===== config.mk =====
export PLATFORM = sky130hd
export DESIGN_NAME = sram_arbiter
export DESIGN_NICKNAME = d
export VERILOG_FILES = /design/src/rtl/sram_arbiter.sv
export SDC_FILE = /design/constraint.sdc
export NUM_CORES = 1
export LEC_CHECK = 0
export CORE_UTILIZATION = 52
export CTS_CLUSTER_SIZE = 40
export DETAILED_ROUTE_END_ITERATION = 8
export PLACE_DENSITY = 0.8
export SLEW_MARGIN = 0
export SYNTH_ARGS = -nofsm -noshare
export SYNTH_HDL_FRONTEND = slang
export SYNTH_SLANG_ARGS = --single-unit

===== constraint.sdc =====
create_clock -name clk -period 2.5 [get_ports clk]
set_clock_uncertainty 0.1 [all_clocks]
set_input_delay 0.375 -clock clk [delete_from_list [all_inputs] [get_ports clk]]
set_output_delay 0.375 -clock clk [all_outputs]
set_load 0.02 [all_outputs]

===== src/rtl/sram_arbiter.sv =====
// Single-port SRAM arbiter: video fetch has absolute priority, CPU byte writes are
// posted into a small FIFO and drained in idle slots, CPU byte reads follow all pending writes.
module sram_arbiter #(
    parameter int FIFO_DEPTH = 4,
    parameter int CNT_W      = 3
) (
    input  logic             clk,
    input  logic             rst,
    input  logic             v_req,
    input  logic [17:0]      v_addr,
    output logic             v_valid,
    output logic [15:0]      v_data,
    input  logic             cpu_wr_stb,
    input  logic [18:0]      cpu_addr,
    input  logic [7:0]       cpu_wdata,
    input  logic             cpu_rd_req,
    output logic             cpu_rd_ack,
    output logic [7:0]       cpu_rd_data,
    output logic [CNT_W-1:0] fifo_count,
    output logic             fifo_full,
    output logic             wr_ovf,
    input  logic [15:0]      sram_dq,
    output logic [15:0]      sram_wdata,
    output logic             sram_wdata_oe,
    output logic [17:0]      sram_addr,
    output logic             sram_oe_n,
    output logic             sram_we_n,
    output logic             sram_lb_n,
    output logic             sram_ub_n
);

    localparam int PTR_W = (FIFO_DEPTH > 1) ? $clog2(FIFO_DEPTH) : 1;
    localparam logic [CNT_W-1:0] LP_FULL = CNT_W'(FIFO_DEPTH);

    typedef enum logic [1:0] {
        SLOT_IDLE,
        SLOT_VIDEO,
        SLOT_WRITE,
        SLOT_READ
    } slot_t;

    slot_t             r_slot_p1;
    slot_t             w_slot_nxt;
    logic [26:0]       r_fifo_mem [FIFO_DEPTH];
    logic [PTR_W-1:0]  r_wr_ptr;
    logic [PTR_W-1:0]  r_rd_ptr;
    logic [CNT_W-1:0]  r_count;
    logic              r_ovf;
    logic              r_rd_lane_p1;
    logic              w_fifo_empty;
    logic              w_pop;
    logic              w_push_ok;
    logic              w_drop;
    logic [26:0]       w_head;

    assign fifo_count   = r_count;
    assign fifo_full    = (r_count == LP_FULL);
    assign wr_ovf       = r_ovf;
    assign w_fifo_empty = (r_count == '0);
    assign w_head       = r_fifo_mem[r_rd_ptr];
    assign w_pop        = (w_slot_nxt == SLOT_WRITE);
    assign w_push_ok    = cpu_wr_stb && (!fifo_full || w_pop);
    assign w_drop       = cpu_wr_stb && fifo_full && !w_pop;

    // Slot decision: the slot on the pins (r_slot_p1) is the previous slot.
    always_ff @(posedge clk) begin
        if (rst) begin
            r_slot_p1 <= SLOT_IDLE;
        end else begin
            r_slot_p1 <= w_slot_nxt;
        end
    end

    // A read also waits out a write strobed in the same cycle, so it cannot overtake it.
    always_comb begin
        w_slot_nxt = SLOT_IDLE;
        if (v_req) begin
            w_slot_nxt = SLOT_VIDEO;
        end else if (!w_fifo_empty && (r_slot_p1 != SLOT_WRITE)) begin
            w_slot_nxt = SLOT_WRITE;
        end else if (w_fifo_empty && cpu_rd_req && !cpu_wr_stb &&
                     (r_slot_p1 != SLOT_READ) && !cpu_rd_ack) begin
            w_slot_nxt = SLOT_READ;
        end
    end

    // Posted-write FIFO
    always_ff @(posedge clk) begin
        if (w_push_ok) begin
            r_fifo_mem[r_wr_ptr] <= {cpu_addr, cpu_wdata};
        end
    end

    always_ff @(posedge clk) begin
        if (rst) begin
            r_wr_ptr <= '0;
            r_rd_ptr <= '0;
            r_count  <= '0;
            r_ovf    <= 1'b0;
        end else begin
            if (w_push_ok) begin
                r_wr_ptr <= r_wr_ptr + PTR_W'(1);
            end
            if (w_pop) begin
                r_rd_ptr <= r_rd_ptr + PTR_W'(1);
            end
            case ({w_push_ok, w_pop})
                2'b10:   r_count <= r_count + CNT_W'(1);
                2'b01:   r_count <= r_count - CNT_W'(1);
                default: r_count <= r_count;
            endcase
            if (w_drop) begin
                r_ovf <= 1'b1;
            end
        end
    end

    // Pin stage (p1)
    always_ff @(posedge clk) begin
        if (rst) begin
            sram_addr     <= '0;
            sram_wdata    <= '0;
            sram_wdata_oe <= 1'b0;
            sram_oe_n     <= 1'b1;
            sram_we_n     <= 1'b1;
            sram_lb_n     <= 1'b1;
            sram_ub_n     <= 1'b1;
            r_rd_lane_p1  <= 1'b0;
        end else begin
            case (w_slot_nxt)
                SLOT_VIDEO: begin
                    sram_addr     <= v_addr;
                    sram_oe_n     <= 1'b0;
                    sram_we_n     <= 1'b1;
                    sram_lb_n     <= 1'b0;
                    sram_ub_n     <= 1'b0;
                    sram_wdata_oe <= 1'b0;
                end
                SLOT_WRITE: begin
                    sram_addr     <= w_head[26:9];
                    sram_oe_n     <= 1'b1;
                    sram_we_n     <= 1'b0;
                    sram_lb_n     <= w_head[8];
                    sram_ub_n     <= ~w_head[8];
                    sram_wdata    <= {w_head[7:0], w_head[7:0]};
                    sram_wdata_oe <= 1'b1;
                end
                SLOT_READ: begin
                    sram_addr     <= cpu_addr[18:1];
                    sram_oe_n     <= 1'b0;
                    sram_we_n     <= 1'b1;
                    sram_lb_n     <= 1'b0;
                    sram_ub_n     <= 1'b0;
                    sram_wdata_oe <= 1'b0;
                    r_rd_lane_p1  <= cpu_addr[0];
                end
                default: begin
                    sram_oe_n     <= 1'b1;
                    sram_we_n     <= 1'b1;
                    sram_lb_n     <= 1'b1;
                    sram_ub_n     <= 1'b1;
                    sram_wdata_oe <= 1'b0;
                end
            endcase
        end
    end

    // Data return stage (p2)
    always_ff @(posedge clk) begin
        if (rst) begin
            v_valid     <= 1'b0;
            v_data      <= '0;
            cpu_rd_ack  <= 1'b0;
            cpu_rd_data <= '0;
        end else begin
            v_valid    <= (r_slot_p1 == SLOT_VIDEO);
            cpu_rd_ack <= (r_slot_p1 == SLOT_READ);
            if (r_slot_p1 == SLOT_VIDEO) begin
                v_data <= sram_dq;
            end
            if (r_slot_p1 == SLOT_READ) begin
                cpu_rd_data <= r_rd_lane_p1 ? sram_dq[15:8] : sram_dq[7:0];
            end
        end
    end

endmodule


==> results.tsv <==
stage	metric	value	unit
critical_path	CP Buf/Inv Count	2	
pwr	Pint	5830	uW
synth	Synth Register Bits	178	
critical_path	number of cells on the critical path	3	
pwr	Tot Pwr	8210	uW
sta	final slew viol count	0	
synth	most common cell in the netlist	edfxtp_1	
routing	DRC Markers	0	
layout	fin area	9050	sq um
clock_tree	clk root buf	clkbuf_16	
place	placed inst area	8500	sq um
routing	DR vias	4678	
clock_tree	CTS Buf Count	17	
pwr	power share of the sequential group	0.435	
synth	Yosys top cell area share	0.466	
global_routing	total grt overflow	0	
sta	min cycle time layout	2.31	ns
critical_path	CP max-delay cell	or3b_2	
place	DP HPWL	9.57	mm
layout	Layout area overhead	30.0	%
synth	most area-consuming cells after synthesis	edfxtp_1, dfxtp_1, mux4_2	
global_routing	vias in the first global route	4706	
critical_path	Crit Path Max Fanout	8	
routing	DRT iter0 DRCs	394	
critical_path	max incr delay on CP	0.50	ns
floorplanning	die height	118	um
sta	Hold Violations, Final	0	
pwr	worst vdd ir	0.548	mV
synth	Yosys cell types	42	
sta	Fin Hold WS	0.355	ns
routing	WL/cell	18.9	um
routing	antenna-violating nets left	0	
pwr	sw frac	0.290	
layout	Fillers	852	
sta	RSZ-0062 raised after global routing	no	
routing	drt first pass iters	5	
synth	Post-synth top cells	edfxtp_1, dfxtp_1, nand2_1, a21oi_1, mux4_2	
floorplanning	die width	118	um
global_routing	antenna violations before repair	0	
clock_tree	Clock Pin Slew Worst Setup and Hold Paths	0.07	ns
layout	Cell Count, Final, Fillers Out	807	
pwr	combinational share of power	0.262	
clock_tree	TritonCTS clock tree	done	
sta	Setup violations, final	0	
layout	share of layout cells above drive strength 1	0.150	
synth	Post-synth EDFFs	108	
floorplanning	Die Area	13900	sq um
pwr	P_sw	2380	uW
synth	yosys warns	0	
clock_tree	clock latency on the worst-skew pair	0.43	ns
clock_tree	setup repair bufs after CTS	0	
pwr	PwrDens	907	nW/um^2
routing	via/cell ratio	5.80	
floorplanning	Top-Level Pins	136	
floorplanning	area of the core	12800	sq um
critical_path	Startpoint Class	flop	
pwr	Leakage	0.00299	uW
min_path	WHS Path Cells	2	
global_routing	largest net degree at the start of global routing	48	
sta	relative slew slack	0.427	
critical_path	Register-to-Register Path Depth	4	
sta	max frequency	433	MHz
critical_path	Worst EP required	2.03	ns
synth	Main synth FF type	edfxtp_1	
synth	Post-Syn Area	6970	sq um
min_path	Hold Crit Start	v_data[1]	
clock_tree	clk sinks	178	
flow_run	number of max-cap violations	0	
min_path	worst hold path type	reg -> reg	
sta	setup_tns	0	ns
synth	asr flop ratio synth	0	
synth	post-synth top area cell	edfxtp_1	
critical_path	R2R Path Start	fifo_count[1]	
critical_path	Critical Path End Type	primary output	
synth	sequential area share after synthesis	0.667	
synth	Syn Nets	563	
layout	register area	4650	sq um
pwr	Clock power frac	0.303	
sta	Slew @ Worst Pin	0.859	ns
critical_path	Critical Path AT	1.84	ns
status	outcome	finished clean	
global_routing	Global Route Usage Sum	0.232	
place	post-placement cell count	775	
place	IO Port Bufs	135	
critical_path	Setup CP Type	reg -> out	
routing	Post-Route WL	15.3	mm
floorplanning	Starting Density	0.543	
global_routing	global-route wire length before repair	24.2	mm
critical_path	Top delay family on crit path	buffers and inverters	
clock_tree	clk buf depth	2	
clock_tree	Hold Buf Count CTS	0	
place	GP Congestion	0.817	
sta	ratio of final minimum period to clock period	0.924	
critical_path	worst setup path start	fifo_count[1]	
synth	Synth Instances	492	
floorplanning	row cnt	41	
layout	nets	693	
synth	Avg Inst Size Synth	14.2	sq um
clock_tree	H-Tree Depth	4	
critical_path	crit-path cells	or3b_2 > inv_1 > dlygate4sd2_1	
layout	multi-input combinational cell area	2090	sq um
layout	n_diodes	0	
## kinds of logic (layout without fill, tap and decap cells)
logic type,after synthesis,count (layout),share of synthesized area
fa+ha+maj,5,5,0.0101
buf+inv,51,194,0.0359
xor+xnor,2,2,0.00252
flops,178,178,0.667
simple gates,112,112,0.0742
mux,37,37,0.102
compound gates,107,107,0.109
## through the flow
stage          utilization  setup slack [ns]
2_1_floorplan            -            0.0717
3_3_place_gp         0.663             0.193
3_5_place_dp         0.663             0.119
4_1_cts              0.706             0.185
5_1_grt              0.706            0.0823
6_report             0.706             0.189
## final cells by class
type | count | share of cell area
Multi-Input combinational cell | 263 | 0.230
Inverter | 8 | 0.00332
Clock inverter | 12 | 0.0122
Tap cell | 172 | 0.0238
Clock buffer | 20 | 0.0493
Timing Repair Buffer | 154 | 0.168
Sequential cell | 178 | 0.513
## worst paths after layout
check	to	slack [ns]
max reg2reg	r_fifo_mem[3][2]	0.22
min	v_data[1]	0.35
max	fifo_full	0.19
min reg2reg	v_data[1]	0.35
## cell usage in the layout (no fill, tap or decap), types with 2 or more instances in the layout
cell             instances
nand3_1                  2
o21a_1                   2
nand2_1                 68
clkbuf_1                 2
nor3b_1                  2
clkinvlp_4               6
a211oi_1                 8
clkinv_4                 2
a22oi_1                 18
nand2b_1                 2
a31oi_1                  9
a21oi_1                 29
clkbuf_16               17
nand4_1                  2
o311ai_0                 2
and3_1                   2
clkdlybuf4s50_1        132
nor2_1                  14
buf_12                   3
inv_1                    8
mux4_2                  27
xnor2_1                  2
nor2b_1                  2
and2_1                   2
and3_2                   2
buf_2                    2
dfxtp_1                 69
buf_4                   16
mux2i_1                 10
o31ai_1                 19
o21ai_0                  7
or3_1                    3
a31oi_2                 10
edfxtp_1               108
ha_1                     4
nor3_1                   3
## state kept, by name, summed over array words and instances (netlist names), named ones only
name	cells
r_fifo_mem	108
sram_addr	18
v_data	16
cpu_rd_data	8
sram_wdata	8
fifo_count	3
r_rd_ptr	2
r_slot_p1	2
r_wr_ptr	2
cpu_rd_ack	1
r_rd_lane_p1	1
sram_lb_n	1
sram_oe_n	1
sram_ub_n	1
sram_wdata_oe	1
sram_we_n	1
v_valid	1
wr_ovf	1
## per-layer routing
layer,GRT usage,vias up,share of wire
met1,0.290,2330,0.42
met3,0.0610,31,0.068
met5,0,-,0
li1,-,2125,-
met2,0.376,192,0.50
met4,0.111,0,0.020
## repair_timing
action / CTS / global route
setup endpoints to repair: 1 / 0
endpoints found under the hold margin: 0 / 0
resized for setup: 1 / 0
## worst register-to-register path, delay by kind of cell (launching register included)
family / cells / cell delay [ns]
DFF: 1 / 0.40
AOI/OAI and AO/OA: 1 / 0.22
buffers and inverters: 1 / 0.14
and+or+nand+nor: 2 / 1.06
## power groups by stage
stage | registers, uW | logic (uW) | clock network (uW)
2_1_floorplan | 3810 | 1120 | 0
3_3_place_gp | 3620 | 2100 | 0
3_5_place_dp | 3630 | 2150 | 0
4_1_cts | 3570 | 2160 | 2530
5_1_grt | 3600 | 2290 | 2650
6_report | 3570 | 2150 | 2490
Note: power is estimated with default switching activity, not from simulation.
